**config.mk**
```make
export PLATFORM = sky130hd
export DESIGN_NAME = sine_table_arbiter
export DESIGN_NICKNAME = d
export VERILOG_FILES = /design/src/rtl/sine_table_arbiter.sv
export SDC_FILE = /design/constraint.sdc
export NUM_CORES = 1
export LEC_CHECK = 0
export BUFFER_PORTS_ARGS = -buffer_cell sky130_fd_sc_hd__buf_4
export CAP_MARGIN = 25
export CORE_UTILIZATION = 40
export DETAILED_ROUTE_END_ITERATION = 16
export PLACE_DENSITY_LB_ADDON = 0.1
export SYNTH_ARGS = -nofsm -noshare
export SYNTH_HDL_FRONTEND = slang
export SYNTH_SLANG_ARGS = --single-unit
```
**constraint.sdc**
```tcl
create_clock -name clock -period 2.7 [get_ports clock]
set_input_delay 0.54 -clock clock [delete_from_list [all_inputs] [get_ports clock]]
set_output_delay 0.54 -clock clock [all_outputs]
set_load 0.005 [all_outputs]
```
**src/rtl/sine_table_arbiter.sv**
```systemverilog
// rtl/sine_table_arbiter.sv - round-robin sharing of one half-sine ROM between N_CH requesters
//
// Ports:
//   clock      in   system clock, rising edge
//   reset      in   asynchronous, active-high
//   req_valid  in   per-channel request strobe
//   req_index  in   packed full-period indices, channel c at [c*IDX_W +: IDX_W]
//   req_ready  out  one-hot combinational grant
//   rom_en     out  registered ROM read enable
//   rom_addr   out  registered, folded ROM address
//   rom_data   in   ROM sample, valid the cycle after rom_en
//   rsp_valid  out  one-hot, one-cycle response pulse to the owning channel
//   rsp_data   out  sample accompanying rsp_valid, held otherwise
//   busy       out  an accepted request has not yet produced its response
module sine_table_arbiter #(
  parameter int N_CH       = 4,
  parameter int TABLE_SIZE = 32,
  parameter int ADDR_W     = 5,
  parameter int IDX_W      = 6,
  parameter int SINE_W     = 8
) (
  input  logic                  clock,
  input  logic                  reset,
  input  logic [N_CH-1:0]       req_valid,
  input  logic [N_CH*IDX_W-1:0] req_index,
  output logic [N_CH-1:0]       req_ready,
  output logic                  rom_en,
  output logic [ADDR_W-1:0]     rom_addr,
  input  logic [SINE_W-1:0]     rom_data,
  output logic [N_CH-1:0]       rsp_valid,
  output logic [SINE_W-1:0]     rsp_data,
  output logic                  busy
);

  localparam int CH_W = $clog2(N_CH);

  logic [CH_W-1:0]   last_grant;
  logic [CH_W-1:0]   grant_ch;
  logic              grant_any;
  logic [IDX_W-1:0]  grant_index;
  logic [ADDR_W-1:0] fold_addr;

  // Stage 1 valid is rom_en itself; its tag travels alongside the ROM read.
  logic [CH_W-1:0]   s1_tag;
  logic              s2_valid;
  logic [CH_W-1:0]   s2_tag;

  // Round-robin search starting just after the last accepted channel.
  always_comb begin
    req_ready = '0;
    grant_ch  = '0;
    grant_any = 1'b0;
    for (int i = 1; i <= N_CH; i++) begin
      if (!grant_any && req_valid[(int'(last_grant) + i) % N_CH]) begin
        grant_any = 1'b1;
        grant_ch  = CH_W'((int'(last_grant) + i) % N_CH);
      end
    end
    if (grant_any) begin
      req_ready[grant_ch] = 1'b1;
    end
  end

  assign grant_index = req_index[grant_ch*IDX_W +: IDX_W];

  // Second half of the period walks the half table backwards.
  always_comb begin
    if (int'(grant_index) < TABLE_SIZE) begin
      fold_addr = grant_index[ADDR_W-1:0];
    end else begin
      fold_addr = ADDR_W'(2*TABLE_SIZE - 1 - int'(grant_index));
    end
  end

  always_ff @(posedge clock or posedge reset) begin
    if (reset) begin
      last_grant <= CH_W'(N_CH - 1);
      rom_en     <= 1'b0;
      rom_addr   <= '0;
      s1_tag     <= '0;
      s2_valid   <= 1'b0;
      s2_tag     <= '0;
      rsp_valid  <= '0;
      rsp_data   <= '0;
    end else begin
      // Stage 1: issue the ROM read for this cycle's acceptance.
      rom_en <= grant_any;
      if (grant_any) begin
        last_grant <= grant_ch;
        rom_addr   <= fold_addr;
        s1_tag     <= grant_ch;
      end
      // Stage 2: the ROM is presenting data for the stage-1 read.
      s2_valid <= rom_en;
      s2_tag   <= s1_tag;
      // Output: capture the sample and route the pulse to its owner.
      rsp_valid <= '0;
      if (s2_valid) begin
        rsp_valid[s2_tag] <= 1'b1;
        rsp_data          <= rom_data;
      end
    end
  end

  assign busy = rom_en | s2_valid;

endmodule

```
Word-level counts from Yosys, hierarchy flattened:

Index checks and enable logic that the tools add are counted.

* add/sub/neg operators: 5
* multiplexer cells: 27
* multipliers: 1
* reduce and logical (&&, ||, !) cells: 12
* shift-type cells: 1
* bitwise logic cells: 5
* magnitude comparators: 9

Operator list (count)
* $shiftx 24x6->6: 1
* $lt 3x4->1 const B: 4
* $mux 1: 14
* $bmux 1 s2: 4
* $mux 2: 4
* $mux 4: 2
* $reduce_or 2->1: 4
* $lt 2x3->1 const B: 2
* $lt 6x6->1 const B: 1
* $logic_and 1x1->1: 5
* $mux 5: 1
* $sub 5x5->5 const A: 1
* $add 2x1->2 const B: 2
* $add 2x2->2 const B: 2
* $and 1x1->1 const A: 4
* $demux 1 s2: 2
* $ge 2x1->1 const B: 2
* $mul 2x2->4 const B: 1
* $logic_not 1->1: 3
* $or 1x1->1: 1

* bits in registers: 25

Depth between registers and ports, before layout:

Gate-level depths: netlist (run 1).

* word-level depth: 21
* mapped depth: 7
* depth with buffers taken out: 5

Worst setup path after synthesis (run 1):

OpenSTA, ideal clock, no wires.

* path type: register to output
* start: register last_grant[0]
* end: output req_ready[3]
* data arrival time: 1669 ps
* data required time: 2160 ps
* buffers on the path: 2
* stages on the path, launching flop included: 7
* setup slack: 491 ps
* path through: dfstp_2 -> and2b_1 -> o21ai_2 -> buf_2 -> buf_1 -> nand3_1 -> and2_1

* word-level cells in the longest chain between the ends: 19
* elaborated cells between the ends (all ways): 36
* classes of those cells: 4 x add/sub; 2 x order compare; 23 x mux; 7 x reduce/logical

RTL lines
* start, declared: RTL line 37 `logic [CH_W-1:0] last_grant;`
* start signal, assigned: RTL line 77 `last_grant <= CH_W'(N_CH - 1);`
* start signal, assigned: RTL line 89 `last_grant <= grant_ch;`
* $add 2x1->2: RTL line 54, 56
* $bmux 1 s2: RTL line 54 `if (!grant_any && req_valid[(int'(last_grant) + i) % N_CH]) begin`
* $mux 1 (implied by the code) (2 in a row): RTL line 54
* $mux 1: RTL line 54
* $logic_not 1->1: RTL line 54
* $logic_and 1x1->1: RTL line 54
* $mux 1: RTL line 54
* $logic_not 1->1: RTL line 54
* (+2 left out)
* $logic_not 1->1: RTL line 54
* $logic_and 1x1->1: RTL line 54
* $mux 2: RTL line 54
* $lt 2x3->1 (implied by the code) / $ge 2x1->1 (equally long branches): RTL line 60 `req_ready[grant_ch] = 1'b1;`
* $logic_and 1x1->1 (implied by the code): RTL line 60
* $mux 1 (implied by the code): RTL line 60
* $demux 1 s2: RTL line 60
* $mux 4 *: RTL line 59 `if (grant_any) begin`
* end, declared: RTL line 26 `output logic [N_CH-1:0] req_ready,`

Mark *: on every way between the ends. The rest lies on a longest branch, timed or not. The select of a mux whose other input is x is not followed.

Final worst setup path (run 1):

* start: register last_grant[0]
* end: output req_ready[2]

The elaborated chain is that of the path after synthesis.

==> impl_metrics.py, run 1 <==
metrics = {
    "clock_network": {
        "cts_buffer_depth": 2,
        "cts.clk_slew.worst_paths_ns": 0.12,
        "cts_tree": "built",
        "cts_root_buffer": "clkbuf_4",
        "cts-htree-levels": 1,
        "ctsResizeCount": 0,
        "numCtsBuffers": 3,
        "clock-sinks": 25,
        "hold_buffers": 0,
        "cts_setup_buffers": 0,
        "clkLatencyLatePin_ns": 0.30,
    },
    "critical_path": {
        "slowest_stage": "dfstp_2",
        "arrival_ns": 1.83,
        "start_kind": "register",
        "required_ns": 2.16,
        "cpPeakStageDelay_ns": 0.58,
        "crit_path_max_fanout": 5,
        "end_kind": "output port",
        "worstPathCellList": "and2b_1 > o21ai_2 > and3_1 > and2_1 > buf_4",
        "worstSetupPathType": "reg2out",
    },
    "finish": {
        "drive_above_1_share": 0.404,
        "regArea_um2": 628,
        "layout_commonest_cell": "buf_4",
        "final_cell_mix": "67 x buf_4, 23 x dfrtp_1, 19 x nor2_1",
        "multi_input_area_um2": 742,
        "fill_cells": 318,
        "nets": 247,
        "antenna_cells": 0,
        "syn_to_final_growth_pct": 34.9,
    },
    "hold_path": {
        "hp-class": "reg2reg",
    },
    "place": {
        "gp_congestion": 0.789,
        "io_buffers": 60,
        "place_hpwl_um": 2760,
    },
    "floorplanning": {
        "design.die.area_um2": 3890,
        "die_height_um": 62.4,
        "core_area_um2": 3420,
        "fp-row-count": 21,
        "start_util": 0.427,
        "die-width_um": 62.4,
        "ioPinCount": 61,
    },
    "route": {
        "routed-via-count": 1358,
        "ant_nets": 0,
        "dr.first_iter.drc_count": 53,
        "drcViolationCount": 0,
        "avgRoutedWirePerCell_um": 13.6,
        "routed_via_density": 5.35,
        "drt_wl_total_um": 3440,
        "dr.pass1.iters": 4,
    },
    "timing": {
        "fin_crit_ns": 2.37,
        "fin_crit_sh": 0.876,
        "fin_skew_ns": 0.00478,
        "rsz0062_at_grt": "no",
        "max_freq_mhz": 423,
        "max_slew_margin": 0.410,
        "finalHoldViolations": 0,
        "setup_viol": 0,
        "finalSetupTns_ns": 0,
        "slew_viol_final": 0,
        "worst_pin_slew_ns": 0.884,
    },
    "pwr": {
        "peakVddDrop_mv": 0.320,
        "cellLeakagePower_uw": 0.000887,
        "total_power_uw": 1410,
        "power.density_nw_per_um2": 717,
    },
    "global_route": {
        "overflow": 0,
        "grt_pass1_wl_um": 6050,
        "antenna_found_initial": 0,
        "grt_pass1_vias": 1371,
        "grt_max_degree": 26,
        "grt.total_usage": 0.193,
    },
    "yosys": {
        "async_reset_ff_frac": 1.00,
        "syn_avg_cell_area_um2": 9.53,
        "yosysSeqAreaShare": 0.431,
        "ys_ff_latch": 25,
        "syn_nets": 191,
        "synth_xor_area_frac": 0.0601,
        "synth_edf_count": 0,
        "synthCells": 153,
        "synth_ff_type": "dfrtp_1",
        "yosys.area_share.simple": 0.180,
        "synth_top_family_by_area": "compound AO/OA/AOI/OAI gates",
        "syn_area_um2": 1460,
        "ys_warn_count": 0,
        "synth_compound_area_frac": 0.207,
        "yosysUniqueCellTypes": 34,
        "synth.area.mux_share": 0.0618,
        "synthAdderAreaFrac": 0,
    },
    "job": {
        "drv_cap": 0,
    },
    "outcome": {
        "status": "completed",
    },
}
## report_power, final
group          internal (µW)  leakage (µW)  switching (µW)  total [µW]
Clock                   55.2     0.0000177            96.7         152
Sequential               499      0.000289            76.0         575
Combinational            360      0.000580             323         682
## worst max-delay path, delay by kind of cell (launching register included)
family                 cells  cell delay, ns
AOI/OAI and AO/OA          1            0.21
buffers and inverters      1            0.10
DFF                        1            0.58
and+or+nand+nor            3            0.64
## state kept, by name, indices dropped and copies added, names as in the netlist
| register | cells |
|---|---|
| rom_en | 1 |
| rsp_valid | 4 |
| s1_tag | 2 |
| rsp_data | 8 |
| last_grant | 2 |
| s2_tag | 2 |
| s2_valid | 1 |
| rom_addr | 5 |
## stage by stage
step | instance area (µm²) | std cells | utilization | hold slack, ns | setup slack (ns)
floorplan | 1460 | 153 | - | 0.354 | 0.491
global placement | 1940 | 250 | 0.567 | 0.362 | 0.563
detailed placement | 1940 | 250 | 0.567 | 0.368 | 0.561
CTS | 1970 | 254 | 0.575 | 0.398 | 0.300
global route | 1970 | 254 | 0.575 | 0.409 | 0.206
finish | 1970 | 254 | 0.575 | 0.393 | 0.334
## worst paths after layout
path                                from      endpoint  slack, ns  cells after the start
min reg2reg                    s1_tag[1]     s2_tag[1]       0.39                      0
max in group asynchronous          reset   rsp_data[3]       1.74                      2
min in group asynchronous          reset   rom_addr[0]       0.42                      2
max                        last_grant[0]  req_ready[2]       0.33                      5
max reg2reg                last_grant[0]   rom_addr[3]       0.63                      6
min                            s1_tag[1]     s2_tag[1]       0.39                      0
## synthesized netlist by cell type (5+ instances only)
| cell type | number | share of area |
|---|---|---|
| dfrtp_1 | 23 | 0.39 |
| nor2_1 | 19 | 0.049 |
| a311o_1 | 10 | 0.069 |
| nand2_1 | 10 | 0.026 |
| nand4_1 | 10 | 0.043 |
| a21oi_1 | 8 | 0.027 |
| mux2_2 | 8 | 0.062 |
| buf_1 | 6 | 0.015 |
| a31oi_1 | 5 | 0.021 |
| o211ai_1 | 5 | 0.026 |
| xnor2_1 | 5 | 0.030 |
| xor2_1 | 5 | 0.030 |
## kinds of logic (layout without fill, tap and decap cells)
group           after synthesis  in the layout
xor+xnor                     10             10
flops                        25             25
buf+inv                      18             73
simple gates                 53             53
mux                           8              8
compound gates               39             39
## routing by layer
metal  track usage  part of all wire  vias to the layer above
met5             0                 0                        -
met4        0.0901             0.019                        0
met3        0.0257             0.060                        4
met2         0.309              0.49                       60
met1         0.257              0.43                      618
li1              -                 -                      676
## area by class of cell
class / instances / area share
Inverter: 2 / 0.00382
Multi-Input combinational cell: 110 / 0.377
Clock inverter: 1 / 0.00255
Clock buffer: 3 / 0.0115
Timing Repair Buffer: 67 / 0.256
Tap cell: 46 / 0.0293
Sequential cell: 25 / 0.320
No activity file was read; power rests on OpenSTA's default activity.
==> inputs of run 2 (changes only) <==
- CORE_ASPECT_RATIO: not set -> 0.6
- CORE_UTILIZATION: 40 -> 34
- MAX_ROUTING_LAYER: not set -> met4
==> impl_metrics.py, run 2 (same netlist as run 1, synthesis figures left out) <==
metrics = {
    "critical_path": {
        "endpoint": "req_ready[2]",
        "end_kind": "output port",
        "start_kind": "register",
        "startpoint": "last_grant[0]",
        "crit_path_max_fanout": 7,
        "arrival_ns": 1.92,
        "r2r_end": "rom_addr[3]",
        "required_ns": 2.16,
        "cp_top_family": "simple AND/OR/NAND/NOR gates",
        "slowest_stage": "dfstp_2",
        "cpPeakStageDelay_ns": 0.56,
        "reg2reg_from": "last_grant[0]",
        "worstPathCellList": "and2b_1 > o21ai_2 > and3_1 > and2_1 > buf_4",
        "rr_worst_depth": 6,
        "regToRegSetupSlack_ns": 0.56,
        "worstSetupPathType": "reg2out",
        "path_depth": 5,
        "critPathBufInv": 1,
    },
    "pwr": {
        "p_clk_frac": 0.145,
        "p_seq_frac": 0.385,
        "power.density_nw_per_um2": 749,
        "cellLeakagePower_uw": 0.000895,
        "p_sw_frac": 0.356,
        "p_comb_frac": 0.470,
        "peakVddDrop_mv": 0.366,
        "p_int_uw": 970,
        "power_switching_uw": 537,
    },
    "timing": {
        "finalHoldViolations": 0,
        "finalSetupTns_ns": 0,
        "setup_viol": 0,
        "fin_crit_sh": 0.910,
        "fin_crit_ns": 2.46,
        "rsz0062_at_grt": "no",
        "max_freq_mhz": 407,
        "max_slew_margin": 0.381,
        "slew_viol_final": 0,
        "worst_pin_slew_ns": 0.928,
        "setup_ws_ns": 0.242,
        "fin_skew_ns": 0.00245,
    },
    "place": {
        "placed_cell_area_um2": 1960,
        "place_hpwl_um": 3020,
        "io_buffers": 60,
        "gp_congestion": 0.860,
        "detailedPlace.worstSlack_ns": 0.466,
    },
    "clock_network": {
        "cts_tree": "built",
        "cts-htree-levels": 1,
        "hold_buffers": 0,
        "cts.clk_slew.worst_paths_ns": 0.09,
        "cts_setup_buffers": 0,
        "ctsResizeCount": 0,
        "cts_root_buffer": "clkbuf_8",
        "cts_buffer_depth": 2,
        "clock-sinks": 25,
        "numCtsBuffers": 3,
        "clkLatencyLatePin_ns": 0.26,
    },
    "floorplanning": {
        "die-width_um": 86.5,
        "die_height_um": 52.7,
        "fp-row-count": 18,
        "ioPinCount": 61,
        "start_util": 0.356,
        "core_area_um2": 4100,
        "design.die.area_um2": 4560,
    },
    "finish": {
        "drive_above_1_share": 0.407,
        "reg.largest.list": "rsp_data (8), rom_addr (5), rsp_valid (4)",
        "antenna_cells": 0,
        "syn_to_final_growth_pct": 38.0,
        "final_cell_mix": "68 x buf_4, 23 x dfrtp_1, 19 x nor2_1",
        "top_register": "rsp_data",
        "layout_commonest_cell": "buf_4",
        "finalInstanceArea_um2": 2010,
        "largest_reg_flops": 8,
        "nets": 248,
        "fill_cells": 415,
    },
    "hold_path": {
        "hp-class": "reg2reg",
    },
    "route": {
        "dr.pass1.iters": 4,
        "dr.first_iter.drc_count": 101,
        "avgRoutedWirePerCell_um": 14.2,
        "routed-via-count": 1402,
        "drt_wl_total_um": 3830,
        "ant_nets": 0,
        "drcViolationCount": 0,
        "routed_via_density": 5.21,
    },
    "global_route": {
        "grt_pass1_vias": 1344,
        "grt.total_usage": 0.185,
        "grt_max_degree": 26,
        "overflow": 0,
        "grt_pass1_wl_um": 6220,
        "antenna_found_initial": 0,
    },
    "outcome": {
        "status": "completed",
    },
    "job": {
        "drv_cap": 0,
    },
}
[run 2: stage by stage]
| stage | std cells | total power, µW | util | hold WS, ns |
|---|---|---|---|---|
| 6_report | 269 | 1510 | 0.491 | 0.379 |
| 3_3_place_gp | 265 | 1270 | 0.479 | 0.362 |
| 3_5_place_dp | 265 | 1290 | 0.479 | 0.360 |
| 2_1_floorplan | 153 | 979 | - | 0.354 |
| 4_1_cts | 269 | 1520 | 0.491 | 0.377 |
| 5_1_grt | 269 | 1620 | 0.491 | 0.395 |
[run 2: final cells by class]
class	count	area (µm²)	area share
multi-input combinational	110	742	0.369
clock inverter	1	7.51	0.00373
inverter	2	7.51	0.00373
sequential	25	628	0.312
tap	60	75.1	0.0373
timing repair buffer	68	510	0.254
clock buffer	3	41.3	0.0205
[run 2: worst min-delay path by stage]
| stage | depth (start not counted) | end | startpoint |
|---|---|---|---|
| after global routing | 0 | s2_tag[0] | s1_tag[0] |
| after CTS | 0 | s2_tag[0] | s1_tag[0] |
| after floorplan | 0 | s2_tag[0] | s1_tag[0] |
| final | 0 | s2_tag[0] | s1_tag[0] |
| after global placement | 0 | s2_tag[0] | s1_tag[0] |
| after detailed placement | 0 | s2_tag[0] | s1_tag[0] |
[run 2: per-layer routing]
layer	share of wire	vias up	GRT usage
li1	-	672	-
met1	0.48	661	0.255
met2	0.45	65	0.291
met3	0.072	4	0.0378
met4	0.0050	0	0.0222
met5	0	-	-
[run 2: power groups by stage]
stage | clock network (µW) | registers, µW | logic [µW]
2_1_floorplan | 0 | 563 | 416
3_3_place_gp | 0 | 580 | 688
3_5_place_dp | 0 | 590 | 703
4_1_cts | 228 | 581 | 706
5_1_grt | 251 | 599 | 771
6_report | 219 | 580 | 708
==> inputs of run 3 (changes only) <==
--- a/config.mk
+++ b/config.mk
@@ -13,4 +13,5 @@
 export MAX_ROUTING_LAYER = met4
 export PLACE_DENSITY_LB_ADDON = 0.1
+export SKIP_CTS_REPAIR_TIMING = 1
 export SYNTH_ARGS = -nofsm -noshare
 export SYNTH_HDL_FRONTEND = slang
==> constraint.sdc (replaced) <==
create_clock -name clock -period 2.7 [get_ports clock]
set_input_delay 0.54 -clock clock [delete_from_list [all_inputs] [get_ports clock]]
set_output_delay 0.54 -clock clock [all_outputs]
set_load 0.01 [all_outputs]
==> impl_metrics.py, run 3 (same netlist as run 1, synthesis figures left out) <==
metrics = {
    "outcome": {
        "status": "completed",
    },
    "finish": {
        "syn_to_final_growth_pct": 37.0,
        "layout_commonest_cell": "buf_4",
        "final_cell_mix": "66 x buf_4, 23 x dfrtp_1, 19 x nor2_1",
        "drive_above_1_share": 0.401,
        "reg.largest.list": "rsp_data (8), rom_addr (5), rsp_valid (4)",
        "largest_reg_flops": 8,
        "nets": 246,
        "fill_cells": 399,
        "top_register": "rsp_data",
        "antenna_cells": 0,
    },
    "critical_path": {
        "required_ns": 2.16,
        "crit_path_max_fanout": 14,
        "regToRegSetupSlack_ns": 0.65,
        "worstSetupPathType": "reg2out",
        "r2r_end": "rom_addr[2]",
        "rr_worst_depth": 5,
        "reg2reg_from": "last_grant[0]",
        "end_kind": "output port",
        "startpoint": "last_grant[0]",
        "arrival_ns": 2.02,
        "start_kind": "register",
    },
    "floorplanning": {
        "ioPinCount": 61,
        "die_height_um": 52.7,
        "core_area_um2": 4100,
        "die-width_um": 86.5,
        "start_util": 0.356,
        "design.die.area_um2": 4560,
        "fp-row-count": 18,
    },
    "timing": {
        "finalSetupTns_ns": 0,
        "setup_viol": 0,
        "worst_pin_slew_ns": 0.886,
        "fin_crit_ns": 2.56,
        "max_freq_mhz": 390,
        "max_slew_margin": 0.409,
        "slew_viol_final": 0,
        "fin_crit_sh": 0.949,
        "finalHoldViolations": 0,
        "fin_skew_ns": 0.00571,
        "rsz0062_at_grt": "no",
    },
    "pwr": {
        "total_power_uw": 1520,
        "peakVddDrop_mv": 0.354,
        "cellLeakagePower_uw": 0.000886,
        "power.density_nw_per_um2": 761,
    },
    "global_route": {
        "grt_pass1_wl_um": 5710,
        "grt_max_degree": 26,
        "antenna_found_initial": 0,
        "overflow": 0,
        "grt.total_usage": 0.168,
        "grt_pass1_vias": 1282,
    },
    "route": {
        "drcViolationCount": 0,
        "ant_nets": 0,
        "dr.pass1.iters": 4,
        "dr.first_iter.drc_count": 52,
        "drt_wl_total_um": 3670,
        "avgRoutedWirePerCell_um": 13.7,
        "routed-via-count": 1373,
        "routed_via_density": 5.14,
    },
    "place": {
        "gp_congestion": 0.887,
        "place_hpwl_um": 2890,
        "io_buffers": 60,
    },
    "hold_path": {
        "min-delay-start": "s1_tag[1]",
        "hold_end": "s2_tag[1]",
        "hp-class": "reg2reg",
        "worstHoldPathCells": 0,
    },
    "clock_network": {
        "cts_tree": "built",
        "clkLatencyLatePin_ns": 0.27,
        "clock-sinks": 25,
        "cts_buffer_depth": 2,
        "cts_root_buffer": "clkbuf_8",
        "cts.clk_slew.worst_paths_ns": 0.09,
        "cts-htree-levels": 1,
        "numCtsBuffers": 3,
    },
    "job": {
        "drv_cap": 0,
    },
}
run 3: cell count changes in the layout (fill, tap and decap cells not counted):
cell / previous run / this run
buf_4: 68 / 66
run 3: worst max path at each step:
stage / endpoint / slack, ns / depth (start not counted)
after detailed placement: req_ready[2] / 0.33 / 6
final: req_ready[2] / 0.14 / 5
after floorplan: req_ready[3] / 0.47 / 6
after CTS: req_ready[2] / 0.13 / 5
after global routing: req_ready[2] / 0.002 / 5
after global placement: req_ready[2] / 0.38 / 6
run 3: area by class of cell:
type	instances	area, µm²	area share
Clock inverter	1	7.51	0.00376
Clock buffer	3	41.3	0.0207
Sequential cell	25	628	0.315
Tap cell	60	75.1	0.0376
Multi-Input combinational cell	110	742	0.372
Inverter	2	7.51	0.00376
Timing Repair Buffer	66	495	0.248
run 3: worst max-delay path, stage by stage, from the launching register on:
cell and delay [ns]:
dfstp_2 0.56, and2b_1 0.22, o21ai_2 0.15, and3_1 0.49
and2_1 0.21, buf_4 0.12
run 3: stage by stage:
stage          instance area (µm²)  instances   util  setup WS, ns  hold slack (ns)
2_1_floorplan                 1460        153      -         0.469            0.354
3_3_place_gp                  1950        263  0.475         0.382            0.365
3_5_place_dp                  1950        263  0.475         0.334            0.364
4_1_cts                       2000        267  0.487         0.133            0.375
5_1_grt                       2000        267  0.487       0.00249            0.380
6_report                      2000        267  0.487         0.138            0.376
run 3: layer usage:
metal	GRT usage	vias up	routed length, µm
met3	0.0409	2	248
li1	-	666	-
met2	0.272	50	1670
met1	0.221	655	1730
met4	0.0250	0	12
met5	-	-	0
run 3: power breakdown:
part | leakage [µW] | switching (µW) | internal (µW)
sequential | 0.000289 | 79.2 | 500
combinational | 0.000575 | 369 | 354
clock | 0.0000217 | 113 | 104
total | 0.000886 | 561 | 959
